<file path="src/rtl/adder_pkg.sv">
// Shared constants for the skewed pipelined adder.
// Holds default operand/chunk widths and the stage-count derivation.
package adder_pkg;

    localparam int DEF_WIDTH = 16;
    localparam int DEF_CHUNK = 4;

    // One pipeline stage per CHUNK-bit slice of the operands.
    function automatic int num_stages(input int width, input int chunk);
        return width / chunk;
    endfunction

    localparam int DEF_STAGES = num_stages(DEF_WIDTH, DEF_CHUNK);

endpackage

</file>
<file path="src/rtl/adder_chunk.sv">
// Combinational W-bit ripple-carry slice used by each pipeline stage.
// Ports: a, b, cin in; s, cout (carry out of MSB), c_msb (carry into MSB) out.
module adder_chunk #(
    parameter int W = 4
) (
    input  logic [W-1:0] a,
    input  logic [W-1:0] b,
    input  logic         cin,
    output logic [W-1:0] s,
    output logic         cout,
    output logic         c_msb
);

    logic [W:0] c;

    always_comb begin
        c    = '0;
        s    = '0;
        c[0] = cin;
        for (int i = 0; i < W; i++) begin
            s[i]   = a[i] ^ b[i] ^ c[i];
            c[i+1] = (a[i] & b[i]) | (a[i] & c[i]) | (b[i] & c[i]);
        end
    end

    assign cout  = c[W];
    assign c_msb = c[W-1];

endmodule

</file>
<file path="src/rtl/pipe_adder.sv">
// Skewed pipelined adder/subtractor, CHUNK bits resolved per stage.
// Ports: clk, rst (sync, active-high); in_valid/in_ready, a, b, cin, sub;
// out_valid/out_ready, sum, cout (no-borrow when subtracting), ovf.
module pipe_adder
    import adder_pkg::*;
#(
    parameter int WIDTH = DEF_WIDTH,
    parameter int CHUNK = DEF_CHUNK
) (
    input  logic             clk,
    input  logic             rst,
    input  logic             in_valid,
    output logic             in_ready,
    input  logic [WIDTH-1:0] a,
    input  logic [WIDTH-1:0] b,
    input  logic             cin,
    input  logic             sub,
    output logic             out_valid,
    input  logic             out_ready,
    output logic [WIDTH-1:0] sum,
    output logic             cout,
    output logic             ovf
);

    localparam int STAGES = num_stages(WIDTH, CHUNK);
    localparam int LAST   = STAGES - 1;

    // One skewed pipeline slot. b is stored already inverted for subtract,
    // so later stages need no knowledge of the operation. s accumulates the
    // chunks produced so far; c is the carry handed to the next chunk.
    typedef struct packed {
        logic             valid;
        logic [WIDTH-1:0] a;
        logic [WIDTH-1:0] b;
        logic [WIDTH-1:0] s;
        logic             c;
        logic             cmsb;
    } stage_t;

    stage_t stage_q [STAGES];
    stage_t stage_d [STAGES];
    stage_t src     [STAGES];

    logic [CHUNK-1:0] ck_a  [STAGES];
    logic [CHUNK-1:0] ck_b  [STAGES];
    logic             ck_ci [STAGES];
    logic [CHUNK-1:0] ck_s  [STAGES];
    logic             ck_co [STAGES];
    logic             ck_cm [STAGES];

    logic advance;

    // A full output slot that is not being taken freezes the whole pipe.
    assign out_valid = stage_q[LAST].valid;
    assign in_ready  = !(out_valid && !out_ready);
    assign advance   = in_ready;

    // Stage inputs: stage 0 reads the ports, every other stage reads the
    // register of the previous stage.
    always_comb begin
        src[0]       = '0;
        src[0].valid = in_valid;
        src[0].a     = a;
        src[0].b     = sub ? ~b : b;
        src[0].c     = sub ? 1'b1 : cin;
        for (int k = 1; k < STAGES; k++) begin
            src[k] = stage_q[k-1];
        end
        for (int k = 0; k < STAGES; k++) begin
            ck_a[k]  = src[k].a[k*CHUNK +: CHUNK];
            ck_b[k]  = src[k].b[k*CHUNK +: CHUNK];
            ck_ci[k] = src[k].c;
        end
    end

    for (genvar k = 0; k < STAGES; k++) begin : g_stage
        adder_chunk #(
            .W (CHUNK)
        ) u_chunk (
            .a     (ck_a[k]),
            .b     (ck_b[k]),
            .cin   (ck_ci[k]),
            .s     (ck_s[k]),
            .cout  (ck_co[k]),
            .c_msb (ck_cm[k])
        );
    end

    // Only the last stage's carry-into-MSB is meaningful: bit WIDTH-1 is
    // the top bit of the final chunk.
    always_comb begin
        for (int k = 0; k < STAGES; k++) begin
            stage_d[k] = stage_q[k];
            if (advance) begin
                stage_d[k]                     = src[k];
                stage_d[k].s[k*CHUNK +: CHUNK] = ck_s[k];
                stage_d[k].c                   = ck_co[k];
                stage_d[k].cmsb                = ck_cm[k];
            end
        end
    end

    always_ff @(posedge clk) begin
        if (rst) begin
            for (int k = 0; k < STAGES; k++) begin
                stage_q[k] <= '0;
            end
        end else begin
            for (int k = 0; k < STAGES; k++) begin
                stage_q[k] <= stage_d[k];
            end
        end
    end

    assign sum  = stage_q[LAST].s;
    assign cout = stage_q[LAST].c;
    assign ovf  = stage_q[LAST].c ^ stage_q[LAST].cmsb;

endmodule

</file>
<file path="config.mk">
export PLATFORM = sky130hd
export DESIGN_NAME = pipe_adder
export DESIGN_NICKNAME = d
export VERILOG_FILES = /design/src/rtl/adder_pkg.sv /design/src/rtl/adder_chunk.sv /design/src/rtl/pipe_adder.sv
export SDC_FILE = /design/constraint.sdc
export NUM_CORES = 1
export LEC_CHECK = 0
export ABC_AREA = 0
export ABC_CLOCK_PERIOD_IN_PS = 3500
export BUFFER_PORTS_ARGS = -buffer_cell sky130_fd_sc_hd__buf_2
export CAP_MARGIN = 20
export CELL_PAD_IN_SITES_DETAIL_PLACEMENT = 1
export CELL_PAD_IN_SITES_GLOBAL_PLACEMENT = 1
export CORE_ASPECT_RATIO = 0.9
export CORE_MARGIN = 2
export CORE_UTILIZATION = 35
export CTS_CLUSTER_DIAMETER = 40
export CTS_CLUSTER_SIZE = 8
export DETAILED_ROUTE_END_ITERATION = 8
export MAX_ROUTING_LAYER = met4
export PLACE_DENSITY = 0.74
export SYNTH_ARGS = -nofsm -noshare
export SYNTH_HDL_FRONTEND = slang
export SYNTH_HIERARCHICAL = 1
export SYNTH_SLANG_ARGS = --single-unit
</file>
<file path="constraint.sdc">
create_clock -name clk -period 3.5 [get_ports clk]
set_input_delay 0.35 -clock clk [delete_from_list [all_inputs] [get_ports clk]]
set_output_delay 0.35 -clock clk [all_outputs]
set_load 0.01 [all_outputs]
</file>
==> results.sh, run 1 <==
export IMPL_p_int_mw=1.888
export IMPL_area_growth_pct=11.44
export IMPL_arrival_ns=2.78
export IMPL_ctsHoldBuffers=0
export IMPL_fin_skew_ns=0.004412
export IMPL_port_buffers=57
export IMPL_syn_inst=501
export IMPL_cp_start_kind="primary input"
export IMPL_slew_violations=0
export IMPL_antenna_found_initial=0
export IMPL_synthSimpleGateAreaFrac_pct=16.80
export IMPL_p_leak_nw=1.959
export IMPL_wl_mm=8.417
export IMPL_power_frac_seq_pct=49.6
export IMPL_setup_tns_final_ns=0
export IMPL_ant_nets=0
export IMPL_critPathMaxFanout=17
export IMPL_p_per_area_mw_per_mm2=528.5
export IMPL_met3_length_um=271
export IMPL_drt_pass1_iterations=4
export IMPL_n_antenna_cell=0
export IMPL_synth_area_mux_share_pct=0
export IMPL_yosysUniqueCellTypes=17
export IMPL_clkPwrFrac_pct=41.2
export IMPL_comb_power_share_pct=9.2
export IMPL_hold_viol_final=0
export IMPL_dr_max_layer_used="met4"
export IMPL_avgSynthCellArea_um2=8.294
export IMPL_synth_top_family_by_area="simple AND/OR/NAND/NOR gates"
export IMPL_postCtsSetupRepairBufs=0
export IMPL_synthXorXnorAreaFrac_pct=3.583
export IMPL_die_x_um=118.9
export IMPL_power_total_mw=2.447
export IMPL_period_needed_ns=2.525
export IMPL_layout_setup_ws_ns=0.9751
export IMPL_regMostFlops="stage_q"
export IMPL_ioPinCount=58
export IMPL_die_h_um=107.4
export IMPL_synth_top_area_share_pct=46.73
export IMPL_cts_sinks=97
export IMPL_switching_power_mw=0.5595
export IMPL_wl_per_cell_um=12.36
export IMPL_gr_total_overflow=0
export IMPL_grt_pass1_wl_mm=14.22
export IMPL_switching_share_pct=22.86
export IMPL_synth_largest_area_cell="dfxtp_1"
export IMPL_ys_ff_latch=97
export IMPL_cts_buffer_depth=2
export IMPL_synthAdderAreaFrac_pct=7.709
export IMPL_track_usage_pct=14.08
export IMPL_largestRegisters="stage_q x97"
export IMPL_drc=0
export IMPL_place_ws_ns=0.6070
export IMPL_synth_common_cells="nand2_1 (168), dfxtp_1 (97), a21oi_1 (84), inv_1 (40), buf_4 (29)"
export IMPL_post_cts_resized=0
export IMPL_viasPerCell=4.445
export IMPL_cts_made_buffers=9
export IMPL_clock_latency_ns=0.34
export IMPL_cts_root_buf="clkbuf_16"
export IMPL_wl_met1_mm=4.281
export IMPL_min_path_type="primary input to register"
export IMPL_yosys_top_cells_area="dfxtp_1 (47%), nand2_1 (15%), a21oi_1 (10%), fa_1 (7.7%), buf_4 (5.2%)"
export IMPL_syn_nets=555
export IMPL_relSlewSlack_pct=31.71
export IMPL_cts_max_level=3
export IMPL_via_count=3027
export IMPL_die_area_mm2=0.01276
export IMPL_ir_worst_vdd_mv=0.1847
export IMPL_worst_slew_pin_slew_ns=1.024
export IMPL_place_hpwl_mm=5.580
export IMPL_period_share_pct=72.14
export IMPL_seq_area_frac_synth_pct=46.73
export IMPL_async_reset_ff_share_pct=0
export IMPL_maxCapViolCount=0
export IMPL_place_congestion=0.7275
export IMPL_grt_pass1_vias=3029
export IMPL_yosysMostFrequentCell="nand2_1"
export IMPL_synth_compound_area_share_pct=13.37
export IMPL_drive_gt1_share_pct=16.19
export IMPL_rsz0062_at_grt="no"
export IMPL_start_util_pct=36.05
export IMPL_max_freq_mhz=396.1
export IMPL_path_class="primary input to register"
export IMPL_drtIter0Drc=125
export IMPL_required_ns=3.75
export IMPL_finalNetCount=576
export IMPL_path_clk_slew_ns=0.06
export IMPL_row_count=37
export IMPL_largest_reg_flops=97
export IMPL_synth_edff_count=0
export IMPL_setup_worst_path_end_class="register"
export IMPL_yosysWarnings=6
export IMPL_synth_main_ff_cell="dfxtp_1"
export IMPL_core_area_mm2=0.01153
export IMPL_cts_tree="built"
export IMPL_setup_viol=0
export IMPL_status="finished clean"
export IMPL_route_met2_wl_mm=3.707
export IMPL_grt_max_degree=98
export IMPL_fillers=1396
export IMPL_netlist_area_mm2=0.004155
[area by class of cell]
cell class              instances  area, µm²  area share [%]
multi-input cells             313       1728           37.31
clock buffers                  10      229.0           4.945
clock inverters                 4      70.07           1.513
inverters                      41      156.4           3.377
flip-flops and latches         97       1942           41.93
repair buffers                 60      310.3           6.701
well taps                     156      195.2           4.215
[cell families after synthesis]
logic type | after synthesis
adder cells (fa/ha/maj) | 16
AND/OR/NAND/NOR | 184
AO/OA/AOI/OAI | 96
XOR/XNOR | 17
flip-flops | 97
buffers and inverters | 91
[power by group through the flow]
stage                     Clock, mW  Sequential, mW  Combinational (mW)
after floorplan                   0            1.23               0.170
after global placement            0            1.24               0.214
after detailed placement          0            1.24               0.228
after CTS                      1.04            1.21               0.231
after global routing           1.08            1.22               0.262
final                          1.01            1.21               0.225
[per-layer routing]
metal  track usage, %  vias to the layer above
met3            2.225                       13
met5                -                        -
met1            19.12                     1396
li1                 -                     1577
met2            20.61                       41
met4            6.718                        0
[cells in the final DEF, fill, tap and decap left out]
master and n:
a211oi_1 3, a211oi_2 9, a21oi_1 84, buf_2 56
buf_4 4, bufinv_16 2, clkbuf_1 1, clkbuf_16 9
clkinv_2 2, dfxtp_1 97, fa_1 16, inv_1 40
inv_4 1, nand2_1 168, nor2_1 14, nor2b_4 1
or2_2 1, xnor2_1 12, xor2_1 5
[critical path: stages]
cell,delay (ns)
buf_2,0.25
or2_2,0.36
inv_1,0.08
fa_1,0.17
inv_1,0.05
fa_1,0.38
fa_1,0.36
inv_1,0.08
fa_1,0.42
inv_1,0.06
nand2_1,0.05
a21oi_1,0.16
[path summary, 6_finish.rpt]
check	start	to	slack, ns	depth (start not counted)
setup / recovery	sub	stage_q[0][5]	0.98	12
hold / removal	a[14]	stage_q[0][48]	0.25	3
setup reg to reg	stage_q[2][46]	stage_q[3][17]	1.26	10
hold reg to reg	stage_q[3][14]	stage_q[3][14]	0.45	2
[through the flow]
| stage | hold WS [ns] | util, % | std cells | cell area, µm² |
|---|---|---|---|---|
| 2_1_floorplan | 0.4319 | - | 501 | 4155 |
| 3_5_place_dp | 0.4441 | 37.58 | 667 | 4332 |
| 5_1_grt | 0.2558 | 40.17 | 681 | 4631 |
| 4_1_cts | 0.2471 | 40.17 | 681 | 4631 |
| 3_3_place_gp | 0.4378 | 37.58 | 667 | 4332 |
| 6_report | 0.2537 | 40.17 | 681 | 4631 |
Note: power is estimated with default switching activity, not from simulation.
==> run 2: changes to the inputs <==
ABC_CLOCK_PERIOD_IN_PS = 2600   (was 3500)
clock period = 2.6 ns   (was 3.5 ns; I/O delays follow)
==> run 2 against run 1 <==
Clock skew grew 0.00064 ns. Sequential share of layout area is 0.40 points lower. Routed wire length is 6.5% higher. Sequential cell count unchanged. Cell count increased by 0.73%. Largest cell class unchanged. Critical path type is now register to register. Count of clock-buffer cells in the layout grew 4. Sequential power increased by 36%.
==> results.sh, run 2 (synthesized netlist as in run 1, its figures left out) <==
export IMPL_min_from="a[13]"
export IMPL_holdWs_ns=0.1646
export IMPL_place_ws_ns=-0.01407
export IMPL_worstHoldPathCells=3
export IMPL_viasPerCell=4.517
export IMPL_drc=0
export IMPL_path_clk_slew_ns=0.06
export IMPL_drt_pass1_iterations=4
export IMPL_die_x_um=118.9
export IMPL_cts_sinks=97
export IMPL_p_leak_nw=1.984
export IMPL_largest_reg_flops=97
export IMPL_fin_skew_ns=0.005055
export IMPL_grt_pass1_wl_mm=15.27
export IMPL_place_congestion=0.7435
export IMPL_fin_util_pct=40.56
export IMPL_core_area_mm2=0.01153
export IMPL_critPathMaxFanout=2
export IMPL_layout_setup_ws_ns=0.3569
export IMPL_worst_slew_pin_slew_ns=0.8341
export IMPL_max_freq_mhz=445.8
export IMPL_wl_per_cell_um=13.07
export IMPL_hold_viol_final=0
export IMPL_start_util_pct=36.05
export IMPL_area_growth_pct=12.53
export IMPL_gr_total_overflow=0
export IMPL_cts_made_buffers=9
export IMPL_cp_slowest_cell="fa_1"
export IMPL_drtIter0Drc=133
export IMPL_row_count=37
export IMPL_cts_tree="built"
export IMPL_ir_worst_vdd_mv=0.2608
export IMPL_worstReg2RegEnd="stage_q[3][17]"
export IMPL_die_h_um=107.4
export IMPL_layout_commonest_cell="nand2_1"
export IMPL_post_cts_resized=0
export IMPL_regMostFlops="stage_q"
export IMPL_layout_common_cells="nand2_1 (168), dfxtp_1 (97), a21oi_1 (84), buf_2 (56), inv_1 (40)"
export IMPL_period_share_pct=86.27
export IMPL_rsz0062_at_grt="no"
export IMPL_cp_top_family="adder cells"
export IMPL_p_per_area_mw_per_mm2=708.4
export IMPL_met1_usage_pct=19.71
export IMPL_cts_max_level=3
export IMPL_place_hpwl_mm=5.905
export IMPL_setup_worst_path_end_class="register"
export IMPL_antenna_found_initial=0
export IMPL_status="finished clean"
export IMPL_ioPinCount=58
export IMPL_clock_latency_ns=0.34
export IMPL_postCtsSetupRepairBufs=0
export IMPL_path_class="register to register"
export IMPL_slew_violations=0
export IMPL_relSlewSlack_pct=44.40
export IMPL_cts_root_buf="clkbuf_16"
export IMPL_rrSetupSlack_ns=0.36
export IMPL_worst_r2r_cell_count=10
export IMPL_critPathBufInv=4
export IMPL_die_area_mm2=0.01276
export IMPL_drive_gt1_share_pct=16.79
export IMPL_min_path_type="primary input to register"
export IMPL_wl_mm=8.965
export IMPL_finalNetCount=579
export IMPL_grt_pass1_vias=3233
export IMPL_via_count=3099
export IMPL_port_buffers=57
export IMPL_ctsHoldBuffers=0
export IMPL_power_total_mw=3.312
export IMPL_maxCapViolCount=0
export IMPL_period_needed_ns=2.243
export IMPL_cp_start_kind="register"
export IMPL_use_met3_pct=3.390
export IMPL_largestRegisters="stage_q x97"
export IMPL_n_antenna_cell=0
export IMPL_top_usage_layer="met2"
export IMPL_arrival_ns=2.51
export IMPL_use_met2_pct=23.28
export IMPL_setup_viol=0
export IMPL_slowest_delay_ns=0.42
export IMPL_ant_nets=0
export IMPL_track_usage_pct=15.30
export IMPL_r2r_start="stage_q[2][46]"
export IMPL_critical_path_cell_chain="inv_1, fa_1, inv_1, fa_1, fa_1, inv_1, fa_1, inv_1, nand2_1, a21oi_1"
export IMPL_grt_max_degree=86
export IMPL_required_ns=2.87
export IMPL_whs_endpoint="stage_q[0][47]"
export IMPL_cts_buffer_depth=2
-- run 2: metal layers --
layer | routed length, µm | share of wire, %
met1 | 4353 | 49
met2 | 4131 | 46
met3 | 308 | 3.4
met4 | 171 | 1.9
met5 | 0 | 0
-- run 2: cell type report --
type                       instances  area, µm²
multi-input combinational        313       1728
timing repair buffer              63      345.3
tap                              156      195.2
sequential                        97       1942
clock inverter                     2      35.03
inverter                          41      156.4
fill                            1408       6852
clock buffer                      14      274.0
-- run 2: per-stage QoR --
step / instance area, µm² / TNS [ns] / instances
6_report: 4676 / 0 / 686
3_3_place_gp: 4367 / 0 / 670
3_5_place_dp: 4367 / -0.01407 / 670
4_1_cts: 4676 / 0 / 686
5_1_grt: 4676 / 0 / 686
2_1_floorplan: 4155 / 0 / 501
-- run 2: tightest hold or removal path, stage by stage --
cell and delay, ns:
buf_2 0.10, nand2_1 0.05, a21oi_1 0.05
-- run 2: how the worst max path moves through the flow --
stage	from	to	slack (ns)	cells past startpoint
finish	stage_q[2][46]	stage_q[3][17]	0.36	10
global route	stage_q[2][46]	stage_q[3][17]	0.23	10
detailed placement	sub	stage_q[0][5]	-0.01	12
floorplan	sub	stage_q[0][5]	0.008	13
CTS	sub	stage_q[0][5]	0.36	12
global placement	sub	stage_q[0][5]	0.18	12
-- run 2: report_power, final --
part / switching (mW) / leakage, nW / internal (mW) / total, mW
clock: 0.548 / 0.153 / 0.824 / 1.37
sequential: 0.0523 / 0.797 / 1.58 / 1.64
combinational: 0.173 / 1.03 / 0.132 / 0.305
